**config.mk**
```make
export PLATFORM = sky130hd
export DESIGN_NAME = mjp_game_ctrl
export DESIGN_NICKNAME = d
export VERILOG_FILES = /design/src/rtl/mjp_pkg.sv /design/src/rtl/mjp_seg_digit.sv /design/src/rtl/mjp_game_ctrl.sv
export SDC_FILE = /design/constraint.sdc
export NUM_CORES = 1
export LEC_CHECK = 0
export ABC_AREA = 1
export BUFFER_PORTS_ARGS = -buffer_cell sky130_fd_sc_hd__buf_2
export CAP_MARGIN = 20
export CELL_PAD_IN_SITES_DETAIL_PLACEMENT = 0
export CELL_PAD_IN_SITES_GLOBAL_PLACEMENT = 1
export CORE_ASPECT_RATIO = 0.7
export CORE_MARGIN = 2
export CORE_UTILIZATION = 30
export DETAILED_ROUTE_END_ITERATION = 8
export PLACE_DENSITY_LB_ADDON = 0.1
export REMOVE_ABC_BUFFERS = 1
export SLEW_MARGIN = 15
export SYNTH_ARGS = -nofsm -noshare
export SYNTH_HDL_FRONTEND = slang
export SYNTH_SLANG_ARGS = --single-unit
export TNS_END_PERCENT = 20
```
**constraint.sdc**
```tcl
create_clock -name CLK -period 2.4 [get_ports CLK]
set_input_delay 0.36 -clock CLK [delete_from_list [all_inputs] [get_ports CLK]]
set_output_delay 0.36 -clock CLK [all_outputs]
set_load 0.1 [all_outputs]
```
**src/rtl/mjp_pkg.sv**
```systemverilog
// Shared definitions for the hand game controller: sign codes, display
// segment patterns (bit 0 is the leftmost character) and FSM states.
package mjp_pkg;

  localparam logic [1:0] SIGN_ROCK     = 2'b00;
  localparam logic [1:0] SIGN_SCISSORS = 2'b01;
  localparam logic [1:0] SIGN_PAPER    = 2'b10;
  localparam logic [1:0] SIGN_INVALID  = 2'b11;

  localparam logic [0:12] HAND_ROCK     = 13'b0011101000111;
  localparam logic [0:12] HAND_SCISSORS = 13'b0011101101010;
  localparam logic [0:12] HAND_PAPER    = 13'b0111111010000;
  localparam logic [0:12] HAND_INVALID  = 13'b0000000101101;

  localparam logic [0:12] RES_DRAW   = 13'b0000001000000;
  localparam logic [0:12] RES_AWIN_L = 13'b0000001000000;
  localparam logic [0:12] RES_AWIN_R = 13'b0000000100100;
  localparam logic [0:12] RES_BWIN_L = 13'b0000000001001;
  localparam logic [0:12] RES_BWIN_R = 13'b0000001000000;
  localparam logic [0:12] DISP_BLANK = 13'b0000000000000;

  localparam logic [0:12] DIGIT_0 = 13'b1111110000000;
  localparam logic [0:12] DIGIT_1 = 13'b0110000000000;
  localparam logic [0:12] DIGIT_2 = 13'b1101101000000;
  localparam logic [0:12] DIGIT_3 = 13'b1111001000000;
  localparam logic [0:12] DIGIT_4 = 13'b0110011000000;
  localparam logic [0:12] DIGIT_5 = 13'b1011011000000;
  localparam logic [0:12] DIGIT_6 = 13'b1011111000000;
  localparam logic [0:12] DIGIT_7 = 13'b1110010000000;
  localparam logic [0:12] DIGIT_8 = 13'b1111111000000;
  localparam logic [0:12] DIGIT_9 = 13'b1111011000000;

  typedef enum logic [1:0] {
    ST_NEUTRAL = 2'b00,
    ST_A_ATK   = 2'b01,
    ST_B_ATK   = 2'b10,
    ST_OVER    = 2'b11
  } state_t;

  // Segment pattern for a held sign; unknown codes show the invalid hand.
  function automatic logic [0:12] hand_pattern(input logic [1:0] sign);
    logic [0:12] pat;
    case (sign)
      SIGN_ROCK:     pat = HAND_ROCK;
      SIGN_SCISSORS: pat = HAND_SCISSORS;
      SIGN_PAPER:    pat = HAND_PAPER;
      default:       pat = HAND_INVALID;
    endcase
    return pat;
  endfunction

  // True when sign x beats sign y (rock > scissors > paper > rock).
  function automatic logic beats(input logic [1:0] x, input logic [1:0] y);
    return ((x == SIGN_ROCK)     && (y == SIGN_SCISSORS)) ||
           ((x == SIGN_SCISSORS) && (y == SIGN_PAPER))    ||
           ((x == SIGN_PAPER)    && (y == SIGN_ROCK));
  endfunction

endpackage

```
**src/rtl/mjp_seg_digit.sv**
```systemverilog
// Maps a 4-bit score to its 7-segment style 13-bit display pattern.
module mjp_seg_digit (
  input  logic [3:0]  value,
  output logic [0:12] seg
);
  import mjp_pkg::*;

  // Digit lookup; scores above 9 cannot occur and show a blank display.
  always_comb begin
    seg = DISP_BLANK;
    case (value)
      4'd0:    seg = DIGIT_0;
      4'd1:    seg = DIGIT_1;
      4'd2:    seg = DIGIT_2;
      4'd3:    seg = DIGIT_3;
      4'd4:    seg = DIGIT_4;
      4'd5:    seg = DIGIT_5;
      4'd6:    seg = DIGIT_6;
      4'd7:    seg = DIGIT_7;
      4'd8:    seg = DIGIT_8;
      4'd9:    seg = DIGIT_9;
      default: seg = DISP_BLANK;
    endcase
  end

endmodule

```
**src/rtl/mjp_game_ctrl.sv**
```systemverilog
// Two-player hand game controller: captures one sign per player, evaluates
// the round once both are held, tracks attacker state and scores, and ends
// the game on a winning score or when the round budget runs out.
module mjp_game_ctrl #(
  parameter int WIN_SCORE  = 3,
  parameter int MAX_ROUNDS = 15
) (
  input  logic        CLK,
  input  logic        RST,
  input  logic        A_VALID,
  input  logic [1:0]  A_SIGN,
  input  logic        B_VALID,
  input  logic [1:0]  B_SIGN,
  output logic [0:12] LDISP,
  output logic [0:12] RDISP,
  output logic [0:12] SC_LDISP,
  output logic [0:12] SC_RDISP,
  output logic        GAME_OVER
);
  import mjp_pkg::*;

  state_t      state_r, state_s;
  logic        a_got_r, a_got_s, b_got_r, b_got_s;
  logic [1:0]  a_sign_r, a_sign_s, b_sign_r, b_sign_s;
  logic [3:0]  score_a_r, score_a_s, score_b_r, score_b_s;
  logic [3:0]  round_r, round_s;
  logic [0:12] ldisp_r, ldisp_s, rdisp_r, rdisp_s;
  logic [0:12] sc_l_r, sc_r_r, digit_a_s, digit_b_s;
  logic        over_r;
  logic        eval_s, same_s, a_win_s;

  // Digit patterns are derived from the next scores so they update on the
  // same edge as the score registers.
  mjp_seg_digit u_digit_a (.value(score_a_s), .seg(digit_a_s));
  mjp_seg_digit u_digit_b (.value(score_b_s), .seg(digit_b_s));

  // Next-state logic: capture, round evaluation, scoring and game end.
  always_comb begin
    state_s   = state_r;
    a_got_s   = a_got_r;
    b_got_s   = b_got_r;
    a_sign_s  = a_sign_r;
    b_sign_s  = b_sign_r;
    score_a_s = score_a_r;
    score_b_s = score_b_r;
    round_s   = round_r;
    ldisp_s   = ldisp_r;
    rdisp_s   = rdisp_r;
    eval_s    = a_got_r & b_got_r;
    same_s    = (a_sign_r == b_sign_r);
    a_win_s   = beats(a_sign_r, b_sign_r);

    if (state_r == ST_OVER) begin
      state_s = ST_OVER;
    end else if (eval_s) begin
      a_got_s = 1'b0;
      b_got_s = 1'b0;
      ldisp_s = hand_pattern(a_sign_r);
      rdisp_s = hand_pattern(b_sign_r);
      if ((a_sign_r == SIGN_INVALID) || (b_sign_r == SIGN_INVALID)) begin
        state_s = state_r;
      end else begin
        round_s = round_r + 4'd1;
        case (state_r)
          ST_NEUTRAL: begin
            if (same_s)       state_s = ST_NEUTRAL;
            else if (a_win_s) state_s = ST_A_ATK;
            else              state_s = ST_B_ATK;
          end
          ST_A_ATK: begin
            if (same_s) begin
              score_a_s = score_a_r + 4'd1;
              state_s   = ST_NEUTRAL;
            end else if (a_win_s) begin
              state_s = ST_A_ATK;
            end else begin
              state_s = ST_B_ATK;
            end
          end
          ST_B_ATK: begin
            if (same_s) begin
              score_b_s = score_b_r + 4'd1;
              state_s   = ST_NEUTRAL;
            end else if (a_win_s) begin
              state_s = ST_A_ATK;
            end else begin
              state_s = ST_B_ATK;
            end
          end
          default: state_s = ST_NEUTRAL;
        endcase

        // A winning score takes precedence over the round budget.
        if (score_a_s == 4'(WIN_SCORE)) begin
          state_s = ST_OVER;
          ldisp_s = RES_AWIN_L;
          rdisp_s = RES_AWIN_R;
        end else if (score_b_s == 4'(WIN_SCORE)) begin
          state_s = ST_OVER;
          ldisp_s = RES_BWIN_L;
          rdisp_s = RES_BWIN_R;
        end else if (round_s == 4'(MAX_ROUNDS)) begin
          state_s = ST_OVER;
          if (score_a_s > score_b_s) begin
            ldisp_s = RES_AWIN_L;
            rdisp_s = RES_AWIN_R;
          end else if (score_b_s > score_a_s) begin
            ldisp_s = RES_BWIN_L;
            rdisp_s = RES_BWIN_R;
          end else begin
            ldisp_s = RES_DRAW;
            rdisp_s = RES_DRAW;
          end
        end else begin
          ldisp_s = hand_pattern(a_sign_r);
          rdisp_s = hand_pattern(b_sign_r);
        end
      end
    end else begin
      // Capture each player's first strobe; later ones wait for evaluation.
      if (A_VALID && !a_got_r) begin
        a_got_s  = 1'b1;
        a_sign_s = A_SIGN;
      end else begin
        a_got_s  = a_got_r;
      end
      if (B_VALID && !b_got_r) begin
        b_got_s  = 1'b1;
        b_sign_s = B_SIGN;
      end else begin
        b_got_s  = b_got_r;
      end
    end
  end

  // State and output registers with synchronous reset.
  always_ff @(posedge CLK) begin
    if (RST) begin
      state_r   <= ST_NEUTRAL;
      a_got_r   <= 1'b0;
      b_got_r   <= 1'b0;
      a_sign_r  <= SIGN_ROCK;
      b_sign_r  <= SIGN_ROCK;
      score_a_r <= 4'd0;
      score_b_r <= 4'd0;
      round_r   <= 4'd0;
      ldisp_r   <= DISP_BLANK;
      rdisp_r   <= DISP_BLANK;
      sc_l_r    <= DIGIT_0;
      sc_r_r    <= DIGIT_0;
      over_r    <= 1'b0;
    end else begin
      state_r   <= state_s;
      a_got_r   <= a_got_s;
      b_got_r   <= b_got_s;
      a_sign_r  <= a_sign_s;
      b_sign_r  <= b_sign_s;
      score_a_r <= score_a_s;
      score_b_r <= score_b_s;
      round_r   <= round_s;
      ldisp_r   <= ldisp_s;
      rdisp_r   <= rdisp_s;
      sc_l_r    <= digit_a_s;
      sc_r_r    <= digit_b_s;
      over_r    <= (state_s == ST_OVER);
    end
  end

  assign LDISP     = ldisp_r;
  assign RDISP     = rdisp_r;
  assign SC_LDISP  = sc_l_r;
  assign SC_RDISP  = sc_r_r;
  assign GAME_OVER = over_r;

endmodule

```
### Word level (Yosys, flattened, before mapping)

Memory sizes are Yosys's and may differ from the RTL's. A register that Yosys moved wholly into a read port is not among the register bits.
Index checks and enable logic that the tools add are counted.

* register bits: 73
* ROM bits: 224
* input port bits: 8
* output and inout bits: 53
* word-level logic and storage cells: 102
* memories: 2

* $add $sub $neg: 3
* magnitude comparators: 2
* equal/unequal tests: 14
* mux-type cells: 42
* bitwise operators: 4
* reductions and logical operators: 22

Memory list
* (name not given): words 16, bits a word 7, read ports 1, clocked after Yosys merged registers in 1, wr ports 0, line mjp_seg_digit.sv:11 `case (value)`
* (name not given): words 16, bits a word 7, read ports 1, clocked after Yosys merged registers in 1, wr ports 0, line mjp_seg_digit.sv:11

Operators by type and width (count)
* $mux 13: 8
* $pmux 12 s3: 2
* $mux 4: 16
* $mux 7: 3
* $mux 2: 9
* $eq 2x2->1 const B: 7
* $add 4x1->4 const B: 3
* $reduce_and 3->1: 3
* $eq 4x2->1 const B: 2
* $gt 4x4->1: 2
* $eq 2x1->1 const B: 3
* $logic_not 2->1: 3
* $reduce_and 2->1: 3
* $logic_and 1x1->1: 5
* $eq 4x4->1 const B: 1
* $mux 1: 4
* $reduce_bool 2->1: 2
* $logic_or 1x1->1: 3
* $not 1->1: 3
* $reduce_or 3->1: 1
* $eq 2x2->1: 1
* $logic_not 1->1: 2
* $and 1x1->1: 1

### Logic depth before layout (Yosys ltp)

* depth after elaboration: 14
* mapped depth: 17
* depth with buffers taken out: 17

### Modules after synthesis

From an unflattened synthesis, not the netlist that was laid out.

* cell total of the unflattened synthesis: 490
* area, all modules: 3623.5 um^2

By module, submodules not included
* mjp_game_ctrl: instances 1, cells an instance 402, area each 3133.0 um^2
* mjp_seg_digit: instances 2, cells an instance 44, area each 245.2 um^2

### Least setup slack after synthesis

No wires, ideal clock.

* path type: flip-flop to flip-flop
* start point: register b_sign_r[0]
* end point: register sc_r_r (netlist bit SC_RDISP[0])
* data arrival time: 2430 ps
* data required time: 2342 ps
* path slack: -88 ps
* cell stages (with the launch flop): 14
* path through: dfxtp_1 ha_1 nor2_2 inv_2 nor2_8 inv_4 buf_6 o21ai_0 inv_1 ha_1 or2_1 o21ai_0 nand2_1 nand2_1

* cells in the longest elaborated chain, start to end: 9
* elaborated cells on any way between the ends: 11
* those cells by class: eq/ne: 2; mux: 8; reduce/logical: 1

RTL lines
* start, declared: line mjp_game_ctrl.sv:24 `logic [1:0] a_sign_r, a_sign_s, b_sign_r, b_sign_s;`
* start signal, assigned: line mjp_game_ctrl.sv:157 `b_sign_r <= b_sign_s;`
* $eq 2x2->1: line mjp_game_ctrl.sv:50 `same_s = (a_sign_r == b_sign_r);`
* $mux 4: line mjp_game_ctrl.sv:81 `if (same_s) begin`
* $mux 4: line mjp_game_ctrl.sv:64 `case (state_r)`
* $mux 4: line mjp_game_ctrl.sv:60 `if ((a_sign_r == SIGN_INVALID) || (b_sign_r == SIGN_INVALID)) begin`
* $mux 4: line mjp_game_ctrl.sv:55 `end else if (eval_s) begin`
* $mux 4: line mjp_game_ctrl.sv:53 `if (state_r == ST_OVER) begin`
* $mux 4 (*): line mjp_game_ctrl.sv:60
* $mux 4 (*): line mjp_game_ctrl.sv:55
* $mux 4 (*): line mjp_game_ctrl.sv:53
* named net score_b_s[0]: line mjp_game_ctrl.sv:25 `logic [3:0] score_a_r, score_a_s, score_b_r, score_b_s;`
* end, declared: line mjp_game_ctrl.sv:28 `logic [0:12] sc_l_r, sc_r_r, digit_a_s, digit_b_s;`

Mark *: on every way through the listed nets, which the timed path passes. The rest lies on a longest branch. The select of a mux whose other input is x is not followed.
A chain may end at the register's enable or synchronous reset.

### Final worst setup path

* start point: register a_sign_r[0]
* end point: register rdisp_r (netlist bit RDISP[7])

* cells in the longest elaborated chain, start to end: 12
* elaborated cells on any way between the ends: 21
* those cells by class: order compare: 1; eq/ne: 4; mux: 15; reduce/logical: 1

RTL lines
* start, declared: line mjp_game_ctrl.sv:24
* start signal, assigned: line mjp_game_ctrl.sv:156 `a_sign_r <= a_sign_s;`
* $eq 2x2->1: line mjp_game_ctrl.sv:50
* $mux 4, on equally long branches: line mjp_game_ctrl.sv:71, mjp_game_ctrl.sv:81
* $mux 4: line mjp_game_ctrl.sv:64
* $mux 4: line mjp_game_ctrl.sv:60
* $mux 4: line mjp_game_ctrl.sv:55
* $mux 4: line mjp_game_ctrl.sv:53
* $gt 4x4->1: line mjp_game_ctrl.sv:104 `if (score_a_s > score_b_s) begin`
* $mux 7: line mjp_game_ctrl.sv:104
* $mux 13: line mjp_game_ctrl.sv:102 `end else if (round_s == 4'(MAX_ROUNDS)) begin`
* $mux 13: line mjp_game_ctrl.sv:98 `end else if (score_b_s == 4'(WIN_SCORE)) begin`
* $mux 13: line mjp_game_ctrl.sv:94 `if (score_a_s == 4'(WIN_SCORE)) begin`
* $mux 13 (*): line mjp_game_ctrl.sv:60
* end signal, assigned: line mjp_game_ctrl.sv:162 `rdisp_r <= rdisp_s;`
* end, declared: line mjp_game_ctrl.sv:27 `logic [0:12] ldisp_r, ldisp_s, rdisp_r, rdisp_s;`

Mark *: on every way between the ends. The rest lies on a longest branch, timed or not. The select of a mux whose other input is x is not followed.

==> impl_metrics.tcl <==
set metrics [dict create \
    drv_cap 0 \
    detail_route.vias_per_cell 4.27 \
    avgRoutedWirePerCell_um 12.2 \
    clkLatencyLatePin_ns 0.30 \
    place.port_buffers 46 \
    dp_slack_ns 0.00643 \
    synth-seq-cells 51 \
    synth.distinct_cells 36 \
    cpMaxStageDelayCell "sky130_fd_sc_hd__dfxtp_2" \
    first_global_vias 2400 \
    num_io_pins 61 \
    dominantRegCellSynth "sky130_fd_sc_hd__dfxtp_1" \
    slew_headroom_pct 56.7 \
    fp.dieH_um 89.0 \
    fmax_ghz 0.449 \
    worst-slew-pin-transition_ns 0.648 \
    globalRouteOverflowTotal 0 \
    result_of_the_run "finished, final reports clean" \
    dr.pass1.iters 4 \
    ant_nets 0 \
    timing_worst_setup_path_type "flip-flop to flip-flop" \
    setup_repair_after_global_routing_missed_its_margin "yes" \
    synthCells 421 \
    wl_mm 7.46 \
    setup_viol_count_final 0 \
    drc_marker_count_from_the_first_detailed_route_iteration 174 \
    cts_max_path_buffers 2 \
    total_leakage_power_nw 1.87 \
    globalRouteTotalUtil_pct 13.8 \
    crit_path_cell_trace "inv_2 -> nand2_1 -> nand2_2 -> nand3_2 -> inv_2 -> nand3_2 -> xor2_2 -> inv_2 -> ha_4 -> a21o_1 -> o21ai_2 -> nand2_2 -> o21ai_2 -> nand2_1 -> a21oi_2" \
    detailroute.via_count 2603 \
    final_core_util_pct 36.2 \
    netlist_top_cells_area "sky130_fd_sc_hd__dfxtp_1 (33%), sky130_fd_sc_hd__ha_1 (12%), sky130_fd_sc_hd__nand2_1 (11%), sky130_fd_sc_hd__inv_1 (5.5%), sky130_fd_sc_hd__buf_4 (5.3%)" \
    synthToLayoutAreaGrowth_pct 19.3 \
    dieArea_um2 11200 \
    grt_max_degree 24 \
    antenna_cells 0 \
    skew_final_ns 0.0108 \
    floorplan.die.width_um 125 \
    worst_ep_required_time_ns 2.63 \
    grt_first_pass_wirelength_mm 12.3 \
    post-synth-top-area-fraction_pct 32.9 \
    synth_sequential_area_ratio_pct 32.9 \
    ir_worst_vdd_uv 440 \
    core_area_um2 10200 \
    timing.critical_path.slowest_cell_delay_ns 0.34 \
    clock_tree_from_tritoncts "yes" \
    setup_slack_ns 0.171 \
    avgSynthCellArea_um2 7.36 \
    hpwlAfterDp_mm 5.68 \
    cts_setup_buffers 0 \
    fp-row-count 31 \
    pwr_density_cell_nw_per_um2 687 \
    route.detailed.drc 0 \
    floorplan.initialDensity_pct 30.4 \
    placed_cells_incl_taps 602 \
    min_path_type "input port to flip-flop" \
    globalplace.congestion 0.790 \
    fin_crit_sh_pct 92.9 \
    num-nets-final 514 \
    yosysWarningCount 0 \
    fraction_of_final_layout_cells_with_drive_strength_greater_than_1_pct 27.8 \
    cts.reportedPaths.clkPinSlew_ns 0.08 \
    htree_num_levels 2 \
    setup.worst_path.end_class "flip-flop" \
    timing.critical_path.fanout_max 4 \
    timing.final.hold_violations 0 \
    cts_inserted_buffers 5 \
    period_minus_slack_ns 2.23 \
    worst_setup_start_kind "flip-flop" \
    post_synth_instance_area_um2 3100 \
    cpMostUsedCell "sky130_fd_sc_hd__inv_2" \
    async_reset_ff_share_pct 0 \
    initial_antenna_violation_count 0 \
    fin_setup_tns_ns 0 \
    layout.filler_cells 1124 \
    synth-edff-count 0 \
    slew_limit_fails 0 \
    final-instance-count-excl-fill 610 \
    cell_type_contributing_the_most_total_cell_area_after_synthesis "sky130_fd_sc_hd__dfxtp_1" \
    cp_data_arrival_time_ns 2.46 \
    cts_root_buf "sky130_fd_sc_hd__clkbuf_16" \
    cts.sink_count 51 \
]
-- repair_timing --
action | 4_1_cts | 5_1_grt
gates resized for setup | 1 | 20
hold buffers | 0 | 0
endpoints found under the hold margin | 0 | 0
endpoints found under the setup margin | 4 | 8
pin swaps | 0 | 5
-- Yosys cell counts, types with 2 or more instances --
master / number
sky130_fd_sc_hd__nor2_1: 29
sky130_fd_sc_hd__or2_2: 2
sky130_fd_sc_hd__dfxtp_1: 51
sky130_fd_sc_hd__a21boi_4: 2
sky130_fd_sc_hd__nand2_2: 12
sky130_fd_sc_hd__nand3_2: 3
sky130_fd_sc_hd__nand4_1: 7
sky130_fd_sc_hd__nand2_1: 93
sky130_fd_sc_hd__o21ai_0: 27
sky130_fd_sc_hd__a22oi_1: 2
sky130_fd_sc_hd__nor2_2: 4
sky130_fd_sc_hd__buf_4: 22
sky130_fd_sc_hd__nor2_8: 2
sky130_fd_sc_hd__ha_1: 29
sky130_fd_sc_hd__inv_1: 45
sky130_fd_sc_hd__clkbuf_1: 5
sky130_fd_sc_hd__a21oi_1: 32
sky130_fd_sc_hd__xor2_1: 2
sky130_fd_sc_hd__inv_4: 2
sky130_fd_sc_hd__o21ai_2: 4
sky130_fd_sc_hd__nand3_1: 21
sky130_fd_sc_hd__inv_2: 8
sky130_fd_sc_hd__o21ai_1: 3
sky130_fd_sc_hd__buf_6: 2
-- state kept, by name (all words and copies together), names as in the netlist --
register / flops
round_r: 4
score_a_r: 4
b_got_r: 1
SC_LDISP: 7
score_b_r: 4
a_sign_r: 2
GAME_OVER: 1
a_got_r: 1
LDISP: 8
state_r: 2
b_sign_r: 2
RDISP: 8
SC_RDISP: 7
-- layer usage --
metal / up-vias / track usage, % / part of all wire (%)
met1: 1134 / 21.7 / 59
met5: - / 0 / 0
met3: 5 / 3.29 / 4.5
li1: 1417 / - / -
met2: 47 / 18.7 / 36
met4: 0 / 2.73 / 0.72
-- logic make-up (layout without fill, tap and decap cells) --
family,Yosys count,in the layout,share of synthesized area (%)
AND/OR/NAND/NOR,178,178,26.9
buffers and inverters,85,129,13.6
AO/OA/AOI/OAI,74,74,13.8
flip-flops,51,51,32.9
adder cells (fa/ha/maj),29,29,11.7
XOR/XNOR,3,3,0.848
other,1,14,0.121
-- path summary, 6_finish.rpt --
path	slack (ns)	start	endpoint	cells after the start
worst min-delay path	0.38	B_SIGN[1]	b_sign_r[1]	3
worst max-delay path	0.17	a_sign_r[0]	RDISP[7]	15
worst min register to register	0.46	LDISP[11]	LDISP[11]	2
worst max register to register	0.17	a_sign_r[0]	RDISP[7]	15
-- layout by cell type (no fill, tap or decap), types with 2 or more instances in the layout --
cell type	n
sky130_fd_sc_hd__nand2_1	92
sky130_fd_sc_hd__dfxtp_1	47
sky130_fd_sc_hd__buf_2	46
sky130_fd_sc_hd__inv_1	41
sky130_fd_sc_hd__a21oi_1	31
sky130_fd_sc_hd__nor2_1	29
sky130_fd_sc_hd__ha_1	28
sky130_fd_sc_hd__o21ai_0	24
sky130_fd_sc_hd__nand3_1	20
sky130_fd_sc_hd__buf_4	20
sky130_fd_sc_hd__conb_1	14
sky130_fd_sc_hd__inv_2	12
sky130_fd_sc_hd__nand2_2	12
sky130_fd_sc_hd__nand4_1	7
sky130_fd_sc_hd__o21ai_2	7
sky130_fd_sc_hd__clkbuf_16	5
sky130_fd_sc_hd__nand3_2	4
sky130_fd_sc_hd__dfxtp_2	4
sky130_fd_sc_hd__nor2_2	3
sky130_fd_sc_hd__o21ai_1	3
sky130_fd_sc_hd__nor2_8	2
sky130_fd_sc_hd__inv_4	2
sky130_fd_sc_hd__nand2_4	2
sky130_fd_sc_hd__nor2_4	2
sky130_fd_sc_hd__a21boi_4	2
sky130_fd_sc_hd__a21oi_2	2
sky130_fd_sc_hd__or2_2	2
sky130_fd_sc_hd__a22oi_1	2
-- area by class of cell --
type	instances	area, um^2	area share [%]
Multi-Input combinational cell	298	1760	47.6
Clock buffer	6	139	3.76
Sequential cell	51	1030	27.8
Clock inverter	2	16.3	0.440
Inverter	55	211	5.72
Tap cell	132	165	4.47
Timing Repair Buffer	66	380	10.3
-- per-stage QoR --
| step | power (mW) | area (um^2) | hold WS, ns |
|---|---|---|---|
| detailed placement | 1.79 | 3480 | 0.457 |
| CTS | 2.55 | 3640 | 0.387 |
| floorplan | 1.62 | 2940 | 0.429 |
| global route | 2.67 | 3700 | 0.428 |
| global placement | 1.79 | 3480 | 0.456 |
| finish | 2.54 | 3700 | 0.378 |
-- critical path, delay by kind of cell (launching register included) --
kind,cells,cell delay [ns]
AOI/OAI and AO/OA,4,0.60
xor gates and xnor gates,1,0.22
adders and majority gates,1,0.24
buffers and inverters,3,0.24
DFF,1,0.34
and+or+nand+nor,6,0.53
-- report_power, final --
group,switching [mW],internal [mW]
Combinational,0.659,0.183
Clock,0.344,0.418
Sequential,0.0313,0.903
(Power assumes the default switching activity.)
